<file path="config.mk">
export PLATFORM = sky130hd
export DESIGN_NAME = dmem_port_arbiter_flat
export DESIGN_NICKNAME = d
export VERILOG_FILES = /design/src/rtl/dmem_port_arbiter_if.sv /design/src/rtl/dmem_port_arbiter.sv /design/src/flat_wrapper.sv
export SDC_FILE = /design/constraint.sdc
export NUM_CORES = 1
export LEC_CHECK = 0
export BUFFER_PORTS_ARGS = -buffer_cell sky130_fd_sc_hd__buf_4
export CAP_MARGIN = 20
export CORE_MARGIN = 5
export CORE_UTILIZATION = 45
export DETAILED_ROUTE_END_ITERATION = 10
export GPL_TIMING_DRIVEN = 0
export HOLD_SLACK_MARGIN = 0.1
export PLACE_DENSITY = 0.78
export SLEW_MARGIN = 40
export SYNTH_ARGS = -nofsm -noshare
export SYNTH_HDL_FRONTEND = slang
export SYNTH_SLANG_ARGS = --single-unit
</file>
<file path="constraint.sdc">
create_clock -name clk -period 2.2 [get_ports clk]
set_input_delay 0.11 -clock clk [delete_from_list [all_inputs] [get_ports clk]]
set_output_delay 0.11 -clock clk [all_outputs]
set_load 0.02 [all_outputs]
</file>
<file path="src/rtl/dmem_port_arbiter_if.sv">
// rtl/dmem_port_arbiter_if.sv - requester channel between a bus master and the dmem port arbiter
//
// Purpose: one request/response channel. The requester drives the request fields and
// holds them until ack; the arbiter returns a one-cycle ack with rdata/err.
// Signals:
//   req    request, level, held until ack
//   we     write enable
//   addr   byte address
//   wdata  write data
//   ack    one-cycle completion pulse
//   rdata  read data, valid with ack
//   err    error flag, valid with ack
// Modports: master (requester side), slave (arbiter side).
interface dmem_port_arbiter_if;
  logic        req;
  logic        we;
  logic [31:0] addr;
  logic [31:0] wdata;
  logic        ack;
  logic [31:0] rdata;
  logic        err;

  modport master (output req, we, addr, wdata, input ack, rdata, err);
  modport slave  (input req, we, addr, wdata, output ack, rdata, err);
endinterface

</file>
<file path="src/rtl/dmem_port_arbiter.sv">
// rtl/dmem_port_arbiter.sv - round-robin arbiter and sequencer for the data-memory/MMIO slave port
//
// Purpose: shares one slave port between the load/store unit (m0) and the debug/host
// port (m1). Holds the slave command stable until s_ready, aborts stuck accesses after
// TIMEOUT cycles, and parks the slave address on a RAM address while idle.
// Ports:
//   clk          system clock, rising edge
//   rst          asynchronous active-low reset
//   m0, m1       requester channels (req/we/addr/wdata in, ack/rdata/err out)
//   s_we         slave write enable
//   s_addr       slave address
//   s_wdata      slave write data
//   s_rdata      slave read data
//   s_ready      slave access complete
//   s_error      slave error, valid with s_ready
//   busy         high while an access is in flight
//   timeout_cnt  saturating count of watchdog aborts
module dmem_port_arbiter #(
  parameter int unsigned  TIMEOUT   = 64,
  parameter logic [31:0]  PARK_ADDR = 32'h0000_0000
) (
  input  logic                 clk,
  input  logic                 rst,
  dmem_port_arbiter_if.slave   m0,
  dmem_port_arbiter_if.slave   m1,
  output logic                 s_we,
  output logic [31:0]          s_addr,
  output logic [31:0]          s_wdata,
  input  logic [31:0]          s_rdata,
  input  logic                 s_ready,
  input  logic                 s_error,
  output logic                 busy,
  output logic [7:0]           timeout_cnt
);

  typedef enum logic {IDLE, ACCESS} state_t;

  localparam logic [7:0]  WDOG_LAST   = 8'(TIMEOUT - 1);
  localparam logic [31:0] ABORT_RDATA = 32'hDEAD_BEEF;

  state_t      state;
  logic        owner;       // 0: m0 holds the slave port, 1: m1
  logic        last_grant;  // requester granted most recently
  logic [7:0]  wdog;
  logic        pick1;
  logic        finish;
  logic [31:0] resp_rdata;
  logic        resp_err;

  // m1 wins when it asks alone, or when both ask and m0 was served last.
  always_comb begin
    pick1 = m1.req && (!m0.req || !last_grant);
  end

  // A response arriving on the watchdog's last cycle completes normally.
  always_comb begin
    finish     = s_ready || (wdog == WDOG_LAST);
    resp_rdata = s_ready ? s_rdata : ABORT_RDATA;
    resp_err   = s_ready ? s_error : 1'b1;
  end

  always_ff @(posedge clk or negedge rst) begin
    if (!rst) begin
      state       <= IDLE;
      owner       <= 1'b0;
      last_grant  <= 1'b1;
      wdog        <= '0;
      s_we        <= 1'b0;
      s_addr      <= PARK_ADDR;
      s_wdata     <= '0;
      busy        <= 1'b0;
      timeout_cnt <= '0;
      m0.ack      <= 1'b0;
      m0.err      <= 1'b0;
      m0.rdata    <= '0;
      m1.ack      <= 1'b0;
      m1.err      <= 1'b0;
      m1.rdata    <= '0;
    end else begin
      m0.ack <= 1'b0;
      m1.ack <= 1'b0;
      case (state)
        IDLE: begin
          if (m0.req || m1.req) begin
            owner      <= pick1;
            last_grant <= pick1;
            s_we       <= pick1 ? m1.we    : m0.we;
            s_addr     <= pick1 ? m1.addr  : m0.addr;
            s_wdata    <= pick1 ? m1.wdata : m0.wdata;
            wdog       <= '0;
            busy       <= 1'b1;
            state      <= ACCESS;
          end else begin
            s_we   <= 1'b0;
            s_addr <= PARK_ADDR;
          end
        end
        ACCESS: begin
          if (finish) begin
            if (owner) begin
              m1.ack   <= 1'b1;
              m1.rdata <= resp_rdata;
              m1.err   <= resp_err;
            end else begin
              m0.ack   <= 1'b1;
              m0.rdata <= resp_rdata;
              m0.err   <= resp_err;
            end
            if (!s_ready && timeout_cnt != 8'hFF) begin
              timeout_cnt <= timeout_cnt + 8'd1;
            end
            s_we   <= 1'b0;
            s_addr <= PARK_ADDR;
            busy   <= 1'b0;
            state  <= IDLE;
          end else begin
            wdog <= wdog + 8'd1;
          end
        end
        default: state <= IDLE;
      endcase
    end
  end

endmodule

</file>
<file path="src/flat_wrapper.sv">
// flat-port wrapper written by rule: the top's interface ports become plain ports
module dmem_port_arbiter_flat 
#(
  parameter int unsigned  TIMEOUT   = 64,
  parameter logic [31:0]  PARK_ADDR = 32'h0000_0000
)
  (clk, rst, s_we, s_addr, s_wdata, s_rdata, s_ready, s_error, busy, timeout_cnt, m0_req, m0_we, m0_addr, m0_wdata, m0_ack, m0_rdata, m0_err, m1_req, m1_we, m1_addr, m1_wdata, m1_ack, m1_rdata, m1_err);
  dmem_port_arbiter_if m0_i ();
  dmem_port_arbiter_if m1_i ();
  input  logic clk;
  input  logic rst;
  output logic s_we;
  output logic [31:0] s_addr;
  output logic [31:0] s_wdata;
  input  logic [31:0] s_rdata;
  input  logic s_ready;
  input  logic s_error;
  output logic busy;
  output logic [7:0] timeout_cnt;
  input wire logic [$bits(m0_i.req)-1:0] m0_req;
  input wire logic [$bits(m0_i.we)-1:0] m0_we;
  input wire logic [$bits(m0_i.addr)-1:0] m0_addr;
  input wire logic [$bits(m0_i.wdata)-1:0] m0_wdata;
  output wire logic [$bits(m0_i.ack)-1:0] m0_ack;
  output wire logic [$bits(m0_i.rdata)-1:0] m0_rdata;
  output wire logic [$bits(m0_i.err)-1:0] m0_err;
  input wire logic [$bits(m1_i.req)-1:0] m1_req;
  input wire logic [$bits(m1_i.we)-1:0] m1_we;
  input wire logic [$bits(m1_i.addr)-1:0] m1_addr;
  input wire logic [$bits(m1_i.wdata)-1:0] m1_wdata;
  output wire logic [$bits(m1_i.ack)-1:0] m1_ack;
  output wire logic [$bits(m1_i.rdata)-1:0] m1_rdata;
  output wire logic [$bits(m1_i.err)-1:0] m1_err;
  assign m0_i.req = m0_req;
  assign m0_i.we = m0_we;
  assign m0_i.addr = m0_addr;
  assign m0_i.wdata = m0_wdata;
  assign m0_ack = m0_i.ack;
  assign m0_rdata = m0_i.rdata;
  assign m0_err = m0_i.err;
  assign m1_i.req = m1_req;
  assign m1_i.we = m1_we;
  assign m1_i.addr = m1_addr;
  assign m1_i.wdata = m1_wdata;
  assign m1_ack = m1_i.ack;
  assign m1_rdata = m1_i.rdata;
  assign m1_err = m1_i.err;
  dmem_port_arbiter #(.TIMEOUT(TIMEOUT), .PARK_ADDR(PARK_ADDR)) u_core (.clk(clk), .rst(rst), .m0(m0_i), .m1(m1_i), .s_we(s_we), .s_addr(s_addr), .s_wdata(s_wdata), .s_rdata(s_rdata), .s_ready(s_ready), .s_error(s_error), .busy(busy), .timeout_cnt(timeout_cnt));
endmodule
</file>
## After elaboration in Yosys (flattened, before gate mapping)

Index checks and enable logic that the tools add are counted.

| word-level totals | value |
|---|---|
| register bits after elaboration | 153 |
| bits in latches | 0 |
| memory bits (writable) | 0 |
| ROM bits | 0 |
| input bits | 168 |
| output and inout port bits | 142 |
| word-level logic and storage cells | 63 |
| memories kept | 0 |

| cells by class | value |
|---|---|
| $add $sub $neg | 2 |
| $mul | 0 |
| div/mod/pow operators | 0 |
| order comparisons | 0 |
| eq/ne operators | 5 |
| shift-type cells | 0 |
| muxes and demuxes | 25 |
| bitwise gates (word level) | 2 |
| reduce and logical (&&, ||, !) cells | 14 |

Operators by type and width:

| cell | count |
|---|---|
| two-way mux 32 bit | 5 |
| case mux 32 bit (2 select lines) | 1 |
| adder 8 x 1 -> 8 bit, second input constant | 2 |
| two-way mux 8 bit | 2 |
| case mux 8 bit (2 select lines) | 1 |
| two-way mux 1 bit | 13 |
| AND reduction 3 bit | 3 |
| equality test 8 x 6 -> 1 bit, second input constant | 1 |
| inequality test 8 bit, second input constant | 1 |
| case mux 1 bit (2 select lines) | 3 |
| AND reduction 2 bit | 3 |
| inequality test 2 bit, second input constant | 2 |
| zero test 1 bit | 3 |
| logical OR 1 bit | 3 |
| logical AND 1 bit | 2 |
| inequality test 2 x 1 -> 1 bit, second input constant | 1 |
| NOT 1 bit | 2 |

## Logic depth before layout (Yosys ltp)

Gate-level depths: netlist (run 1).

| logic depth | value |
|---|---|
| word-level depth | 6 |
| gate-level depth with buffers | 9 |

## Worst setup path before layout (run 1)

No wires, ideal clock.

| timing path | value |
|---|---|
| kind | register -> register |
| start point | reg u_core.wdog[0] |
| end point | reg u_core.m1.rdata[10] |
| library setup time | 142 ps |
| arrival | 1622 ps |
| required time | 2058 ps |
| setup slack | 435 ps |
| stages on the path, launching flop included | 10 |
| path buffers | 3 |
| path through | dfrtp_1 ha_1 and3_1 buf_4 a21oi_2 nand2b_4 buf_6 inv_8 buf_6 a2bb2oi_2 |

| on the way | value |
|---|---|
| word-level cells in the longest chain between the ends | 3 |

RTL lines:

| what | RTL line | source |
|---|---|---|
| start, declared | dmem_port_arbiter.sv:44 | `logic [7:0] wdog;` |
| start signal, assigned | dmem_port_arbiter.sv:117 | `wdog <= wdog + 8'd1;` |
| equality test 8 x 6 -> 1 bit | dmem_port_arbiter.sv:57 | `finish = s_ready \|\| (wdog == WDOG_LAST);` |
| logical OR 1 bit | dmem_port_arbiter.sv:57 |  |
| AND reduction 3 bit (no source line) | - |  |
| end, declared | dmem_port_arbiter_if.sv:24 | `modport slave (input req, we, addr, wdata, output ack, rdata, err);` |

No other way between the ends.
A chain may end at the register's enable or synchronous reset.

## Final worst setup path (run 1)

| timing path | value |
|---|---|
| start point | in m0_req |
| end point | reg u_core.s_addr[4] |

| on the way | value |
|---|---|
| word-level cells in the longest chain between the ends | 6 |
| elaborated cells on any way between the ends | 7 |
| classes of those cells | mux: 3; reduce/logical: 4 |

RTL lines:

| what | RTL line | source |
|---|---|---|
| start, declared | flat_wrapper.sv:20 | `input wire logic [$bits(m0_i.req)-1:0] m0_req;` |
| zero test 1 bit | dmem_port_arbiter.sv:52 | `pick1 = m1.req && (!m0.req \|\| !last_grant);` |
| logical OR 1 bit | dmem_port_arbiter.sv:52 |  |
| logical AND 1 bit | dmem_port_arbiter.sv:52 |  |
| two-way mux 32 bit | dmem_port_arbiter.sv:88 | `s_addr <= pick1 ? m1.addr : m0.addr;` |
| two-way mux 32 bit * | dmem_port_arbiter.sv:84 | `if (m0.req \|\| m1.req) begin` |
| case mux 32 bit (2 select lines) * | dmem_port_arbiter.sv:82 | `case (state)` |
| end signal, assigned | dmem_port_arbiter.sv:88 |  |
| end, declared | dmem_port_arbiter.sv:27 | `output logic [31:0] s_addr,` |

Every way passes the cells marked *; elsewhere a longest branch is shown, timed or not.

==> results_dict.tcl, run 1 <==
set metrics [dict create \
    rsz0062_at_grt "yes" \
    setup_violations 0 \
    syn-cell-area_um2 6660 \
    coreArea_um2 14500 \
    wl_per_cell_um 21.8 \
    start_util_pct 45.8 \
    hold_start "m1_addr[26]" \
    relSlewSlack_pct 52.5 \
    multi_input_area_um2 2560 \
    synth_edf_count 0 \
    yosysWarnings 0 \
    detail_route.vias_per_cell 5.62 \
    ys_async_sr_fraction_pct 100 \
    routed_wl_mm 27.4 \
    vdd_drop_max_uv 657 \
    path_class "in -> reg" \
    cts_sinks 153 \
    power_density_nw_per_um2 1160 \
    fin_ws_ns 0.0290 \
    final_nets 1229 \
    grt_usage_pct 30.6 \
    overflow 0 \
    synth_top_area_share_pct 57.1 \
    avgSynthCellArea_um2 11.9 \
    fmax_mhz 461 \
    cts_inserted_buffers 17 \
    numPortBuffers 309 \
    finalHoldViolCount 0 \
    required_ns 2.47 \
    drtIter0Drc 446 \
    reg2reg_depth 6 \
    arrival_ns 2.44 \
    clkLatencyLatePin_ns 0.42 \
    pin_count 310 \
    synth_fp_nets 730 \
    synth_area_leader_cell "dfrtp_1" \
    drcViolationCount 0 \
    max_stage_delay_ns 0.60 \
    cts_root_buf "clkbuf_16" \
    die_y_um 132 \
    final.fill_count 762 \
    leakagePower_uw 0.00551 \
    critPathLaunchType "input pin" \
    synth_cells 560 \
    yosysUniqueCellTypes 41 \
    grt_max_degree 61 \
    min_period_over_period_pct 98.7 \
    synthTopCellsByCount "152 x dfrtp_1, 74 x nand2_1, 70 x o21ai_0" \
    drtPass1Iterations 6 \
    drive_gt1_share_pct 37.6 \
    r2r_start "u_core.last_grant" \
    cts_tree "done" \
    synthTopCellsByArea "dfrtp_1 57%, mux2i_1 9.8%, o21ai_0 5.3%, a2bb2oi_2 5.0%, nand2_1 4.2%" \
    yosysSeqAreaShare_pct 57.5 \
    area_growth_pct 73.7 \
    grt_pass1_wl_mm 42.2 \
    status "complete, no violations" \
    drv_cap 0 \
    maxSlewViolCount 0 \
    clk_pin_slew_ns 0.07 \
    ant_nets 0 \
    fp.dieArea_um2 17300 \
    synth_most_common_cell "dfrtp_1" \
    row_count 44 \
    r2r-end "u_core.s_addr[4]" \
    slowest_stage "dlygate4sd3_1" \
    whs_ns 0.117 \
    crit_fanout 10 \
    die_width_um 132 \
    grt_pass1_vias 7757 \
    place.detailed.hpwl_mm 15.8 \
    synth_seq_cells 153 \
    synth_ff_type "dfrtp_1" \
    finClkSkew_ns 0.0106 \
    min_path_cells 3 \
    fin_tns_setup_ns 0 \
    tightest_slew_ns 0.712 \
    dp_slack_ns 0.112 \
    rrSetupSlack_ns 0.05 \
    min_to "u_core.s_addr[26]" \
    period_needed_ns 2.17 \
    place_congestion 0.830 \
    register_area_um2 3830 \
    h-tree-depth 4 \
    antenna_found_initial 1 \
    vias 7068 \
    endpoint_kind "register" \
    hp-class "in -> reg" \
    crit_chain "dlygate4sd3_1, buf_4, a21boi_2, buf_6, buf_4, mux2i_1, dlygate4sd3_1, o21ai_1" \
    cts_buffer_depth 2 \
]
worst max-delay path: cells and delay by family:
| kind | cells | cell delay [ns] |
|---|---|---|
| multiplexers | 1 | 0.24 |
| buffers and inverters | 5 | 1.74 |
| AO/OA/AOI/OAI | 2 | 0.34 |
kinds of logic after synthesis:
| kind of cell | Yosys count | synth area share (%) |
|---|---|---|
| fa+ha+maj | 2 | 0.376 |
| buf+inv | 45 | 4.08 |
| simple gates | 132 | 8.87 |
| mux | 68 | 10.3 |
| flops | 153 | 57.5 |
| compound gates | 155 | 18.2 |
| xor+xnor | 5 | 0.658 |
timing repair:
action,CTS,global route
resized for setup,0,10
buffers inserted,0,3
hold endpoints to repair,225,0
hold buffers,166,0
endpoints found under the setup margin,0,41
worst max path at each step:
stage	startpoint	to	slack, ns	cells past startpoint
finish	m0_req	u_core.s_addr[4]	0.03	8
detailed placement	u_core.wdog[0]	u_core.m1.rdata[6]	0.11	9
global route	m0_req	u_core.s_addr[4]	-0.02	8
CTS	m0_req	u_core.s_addr[13]	0.03	8
floorplan	u_core.wdog[0]	u_core.m1.rdata[10]	0.44	9
global placement	u_core.wdog[0]	u_core.m1.rdata[12]	0.16	9
report_power, final:
group | switching [uW] | total, uW | internal (uW)
clock | 1150 | 2930 | 1780
sequential | 735 | 4570 | 3840
combinational | 3190 | 5950 | 2760
total | 5070 | 13500 | 8380
routing by layer:
layer	wire [um]	GRT usage [%]
met5	0	0
met4	1910	19.7
met2	13500	50.8
met3	2330	9.44
met1	9680	34.0
cell usage in the layout (no fill, tap or decap), drive strengths merged, types with 16 or more instances in the layout:
cell type	count
buf	340
dlygate4sd3	166
dfrtp	152
nand2	74
o21ai	71
mux2i	65
a2bb2oi	50
clkbuf	34
nor2	30
a32o	16
registers in the layout, summed over array words and instances (netlist names):
name                count
u_core.busy             1
u_core.last_grant       1
u_core.m0.ack           1
u_core.m0.err           1
u_core.m0.rdata        32
u_core.m1.ack           1
u_core.m1.err           1
u_core.m1.rdata        32
u_core.owner            1
u_core.s_addr          32
u_core.s_wdata         32
u_core.s_we             1
u_core.state            1
u_core.timeout_cnt      8
u_core.wdog             8
through the flow:
step	total power [uW]	utilization, %	instance area (um2)	std cells
floorplan	7350	-	6660	560
global placement	9750	63.3	9210	1053
detailed placement	9880	63.8	9270	1055
CTS	13200	79.2	11500	1253
global route	14000	79.6	11600	1257
finish	13500	79.6	11600	1257
final cells by class:
type | count | share of cell area (%)
Timing Repair Buffer | 480 | 35.2
Sequential cell | 153 | 33.1
Multi-Input combinational cell | 362 | 22.1
Clock buffer | 20 | 3.78
Buffer | 40 | 2.22
Tap cell | 184 | 1.99
Clock inverter | 12 | 1.30
Inverter | 5 | 0.292
Antenna cell | 1 | 0.0216
No activity file was read; power rests on OpenSTA's default activity.
==> inputs of run 2 (changes only) <==
==> constraint.sdc (replaced) <==
create_clock -name clk -period 2.2 [get_ports clk]
set_input_delay 0 -clock clk [delete_from_list [all_inputs] [get_ports clk]]
set_output_delay 0 -clock clk [all_outputs]
set_load 0.02 [all_outputs]
==> results_dict.tcl, run 2 (synthesis results as in run 1) <==
set metrics [dict create \
    drcViolationCount 0 \
    grt_max_degree 61 \
    grt_pass1_wl_mm 43.5 \
    die_width_um 132 \
    min_period_over_period_pct 97.9 \
    finalHoldViolCount 0 \
    cts_inserted_buffers 17 \
    mostFrequentLayoutCells "313 x buf_4, 167 x dlygate4sd3_1, 152 x dfrtp_1" \
    vias 7071 \
    path_delay_family "buffers and inverters" \
    dp_slack_ns 0.112 \
    finClkSkew_ns 0.0103 \
    antenna_found_initial 1 \
    critPathLaunchType "register" \
    grt_usage_pct 31.4 \
    overflow 0 \
    crit_fanout 10 \
    place_congestion 0.830 \
    fmax_mhz 464 \
    relSlewSlack_pct 52.1 \
    vdd_drop_max_uv 660 \
    whs_ns 0.127 \
    wl_per_cell_um 22.2 \
    grt_pass1_vias 7794 \
    rsz0062_at_grt "no" \
    dp.cells 1055 \
    fp.dieArea_um2 17300 \
    hp-class "in -> async" \
    setup_violations 0 \
    final_nets 1228 \
    tightest_slew_ns 0.719 \
    status "complete, no violations" \
    crit_chain "a21boi_4, buf_6, buf_4, mux2i_1, dlygate4sd3_1, o21ai_0" \
    die_y_um 132 \
    cts_setup_buffers 0 \
    required_ns 2.46 \
    maxSlewViolCount 0 \
    fin_tns_setup_ns 0 \
    layout.cells.most_common "buf_4" \
    drtPass1Iterations 5 \
    path_class "reg -> reg" \
    cts_sinks 153 \
    h-tree-depth 4 \
    arrival_ns 2.42 \
    crit_buf_inv 3 \
    routed_wl_mm 27.9 \
    endpoint_kind "register" \
    coreArea_um2 14500 \
    leakagePower_uw 0.00551 \
    numPortBuffers 309 \
    cts_root_buf "clkbuf_16" \
    period_needed_ns 2.15 \
    drive_gt1_share_pct 37.4 \
    max_stage_delay_ns 0.60 \
    fin_ws_ns 0.0454 \
    ant_nets 0 \
    utilization_pct 79.6 \
    detail_route.vias_per_cell 5.63 \
    power_density_nw_per_um2 1170 \
    drv_cap 0 \
    slowest_stage "dlygate4sd3_1" \
    pin_count 310 \
    place.detailed.hpwl_mm 15.8 \
    area_growth_pct 73.8 \
    start_util_pct 45.8 \
    clk_pin_slew_ns 0.06 \
    drtIter0Drc 488 \
    cts_buffer_depth 2 \
    cts_tree "done" \
    stdcell_count 1256 \
    row_count 44 \
    clkLatencyLatePin_ns 0.42 \
]
[run 2: cell count changes in the layout (fill, tap and decap cells not counted), sizes merged]
cell,before,now
clkbuf,34,33
dlygate4sd3,166,167
buf,340,339
[run 2: tightest hold or removal path, stage by stage]
cell and delay (ns):
dlygate4sd3_1 0.57, buf_8 0.12, buf_12 0.21
[run 2: timing repair]
action	4_1_cts	5_1_grt
hold buffers	168	0
setup endpoints to repair	0	38
resized for setup	0	5
hold endpoints to repair	226	0
[run 2: path summary, 6_finish.rpt]
| check | from | end | slack, ns | depth (start not counted) |
|---|---|---|---|---|
| worst max-delay path | u_core.last_grant | u_core.s_wdata[25] | 0.05 | 6 |
| worst min-delay path | rst | u_core.m0.rdata[0] | 0.13 | 3 |
| worst max register to register | u_core.last_grant | u_core.s_wdata[25] | 0.05 | 6 |
| worst min register to register | u_core.s_addr[17] | u_core.s_addr[17] | 0.48 | 2 |
| max in group asynchronous | rst | u_core.s_addr[26] | 1.46 | 4 |
| min in group clk | m1_req | u_core.wdog[1] | 0.31 | 5 |
[run 2: cell type report]
type	instances	area, um2
fill	758	2970
clock buffer	20	437
inverter	5	33.8
sequential	153	3830
clock inverter	12	150
timing repair buffer	479	4070
buffer	40	244
antenna	1	2.50
multi-input combinational	362	2570
tap	184	230
[run 2: report_power, final]
part / switching [uW] / total [uW] / internal (uW)
Sequential: 754 / 4590 / 3840
Clock: 1180 / 2960 / 1780
Combinational: 3210 / 5960 / 2760
Total: 5140 / 13500 / 8370
[run 2: layer usage]
metal	wire [um]	track usage, %
met5	0	0
met2	13900	53.6
met3	2390	9.17
met1	9830	34.8
met4	1760	18.7
[run 2: metrics by stage]
| stage | power, uW | cell area (um2) |
|---|---|---|
| after floorplan | 7350 | 6660 |
| after global placement | 9750 | 9210 |
| after detailed placement | 9880 | 9270 |
| after CTS | 13200 | 11500 |
| after global routing | 14000 | 11600 |
| final | 13500 | 11600 |
==> inputs of run 3 (changes only) <==
==> constraint.sdc (replaced) <==
create_clock -name clk -period 2.7 [get_ports clk]
set_input_delay 0 -clock clk [delete_from_list [all_inputs] [get_ports clk]]
set_output_delay 0 -clock clk [all_outputs]
set_load 0.02 [all_outputs]
==> results_dict.tcl, run 3 (synthesis results as in run 1) <==
set metrics [dict create \
    max_stage_delay_ns 0.56 \
    clkLatencyLatePin_ns 0.42 \
    grt_usage_pct 30.9 \
    p_int_uw 6840 \
    hold_buffers 168 \
    detail_route.vias_per_cell 5.56 \
    relSlewSlack_pct 52.4 \
    grt_max_degree 61 \
    fin_tns_setup_ns 0 \
    dp_slack_ns 0.612 \
    crit_chain "a21boi_1, buf_2, buf_4, mux2i_1, dlygate4sd3_1, o21ai_0" \
    drtPass1Iterations 4 \
    maxSlewViolCount 0 \
    cts_inserted_buffers 17 \
    p_total_uw 11000 \
    fmax_mhz 399 \
    endpoint_kind "register" \
    area_growth_pct 73.6 \
    drv_cap 0 \
    tightest_slew_ns 0.714 \
    crit_buf_inv 3 \
    coreArea_um2 14500 \
    drive_gt1_share_pct 37.3 \
    required_ns 2.97 \
    start_util_pct 45.8 \
    layout.cells.most_common "buf_4" \
    cts_root_buf "clkbuf_16" \
    cts_tree "done" \
    grt_pass1_vias 7772 \
    cts_setup_buffers 0 \
    critPathLaunchType "register" \
    crit_fanout 10 \
    cts_resized 0 \
    switchingPower_uw 4150 \
    pin_count 310 \
    finalHoldViolCount 0 \
    die_y_um 132 \
    antenna_found_initial 2 \
    fin_ws_ns 0.194 \
    power_density_nw_per_um2 951 \
    finClkSkew_ns 0.0140 \
    mostFrequentLayoutCells "313 x buf_4, 167 x dlygate4sd3_1, 152 x dfrtp_1" \
    row_count 44 \
    numPortBuffers 309 \
    grt_pass1_wl_mm 42.7 \
    slowest_stage "dlygate4sd3_1" \
    drcViolationCount 0 \
    routed_wl_mm 27.2 \
    path_delay_family "buffers and inverters" \
    drtIter0Drc 493 \
    overflow 0 \
    utilization_pct 79.5 \
    min_period_over_period_pct 92.8 \
    wl_per_cell_um 21.6 \
    hp-class "in -> async" \
    fp.dieArea_um2 17300 \
    final_nets 1228 \
    h-tree-depth 4 \
    vdd_drop_max_uv 531 \
    place_congestion 0.830 \
    seqPwrFrac_pct 33.9 \
    clkPwrFrac_pct 21.8 \
    comb_power_share_pct 44.2 \
    rsz0062_at_grt "no" \
    leakagePower_uw 0.00550 \
    arrival_ns 2.78 \
    ant_nets 0 \
    setup_violations 0 \
    cts_buffer_depth 2 \
    die_width_um 132 \
    period_needed_ns 2.51 \
    swShare_pct 37.8 \
    clk_pin_slew_ns 0.06 \
    status "complete, no violations" \
    vias 6993 \
    cts_sinks 153 \
    place.detailed.hpwl_mm 15.8 \
    path_class "reg -> reg" \
]
[run 3: per-layer routing]
layer / global-route usage, % / share of wire (%) / vias to the layer above
met4: 20.8 / 7.0 / 0
met5: 0 / 0 / -
li1: - / - / 3018
met3: 9.86 / 8.5 / 132
met2: 51.2 / 49 / 451
met1: 34.1 / 36 / 3392
[run 3: final timing paths]
path | cells after the start | startpoint | slack [ns] | endpoint
max | 6 | u_core.last_grant | 0.19 | u_core.s_addr[12]
max in group asynchronous | 4 | rst | 1.96 | u_core.m1.rdata[19]
max reg2reg | 6 | u_core.last_grant | 0.19 | u_core.s_addr[12]
min | 3 | rst | 0.13 | u_core.m0.rdata[0]
min in group clk | 5 | m1_req | 0.21 | u_core.wdog[1]
min reg2reg | 2 | u_core.s_addr[17] | 0.48 | u_core.s_addr[17]
[run 3: tightest hold or removal path, stage by stage]
cell           delay (ns)
dlygate4sd3_1        0.57
buf_8                0.12
buf_12               0.21
[run 3: layout make-up]
type | count | area, um2
diodes | 2 | 5.00
plain buffers | 40 | 238
clock buffers | 20 | 437
clock inverters | 12 | 150
fillers | 762 | 2980
inverters | 5 | 33.8
multi-input cells | 362 | 2550
flip-flops and latches | 153 | 3830
well taps | 184 | 230
repair buffers | 479 | 4070
[run 3: power by group through the flow]
stage          sequential (uW)  combinational (uW)  clock (uW)
6_report                  3730                4860        2400
5_1_grt                   3810                5090        2530
4_1_cts                   3660                4690        2400
3_5_place_dp              3680                4370           0
3_3_place_gp              3660                4290           0
2_1_floorplan             4590                1400           0
[run 3: per-stage QoR]
step | instances | hold slack (ns) | instance area [um2]
finish | 1257 | 0.130 | 11600
floorplan | 560 | -0.296 | 6660
global route | 1257 | 0.160 | 11600
detailed placement | 1055 | -0.109 | 9270
CTS | 1255 | 0.121 | 11500
global placement | 1053 | 0.171 | 9210
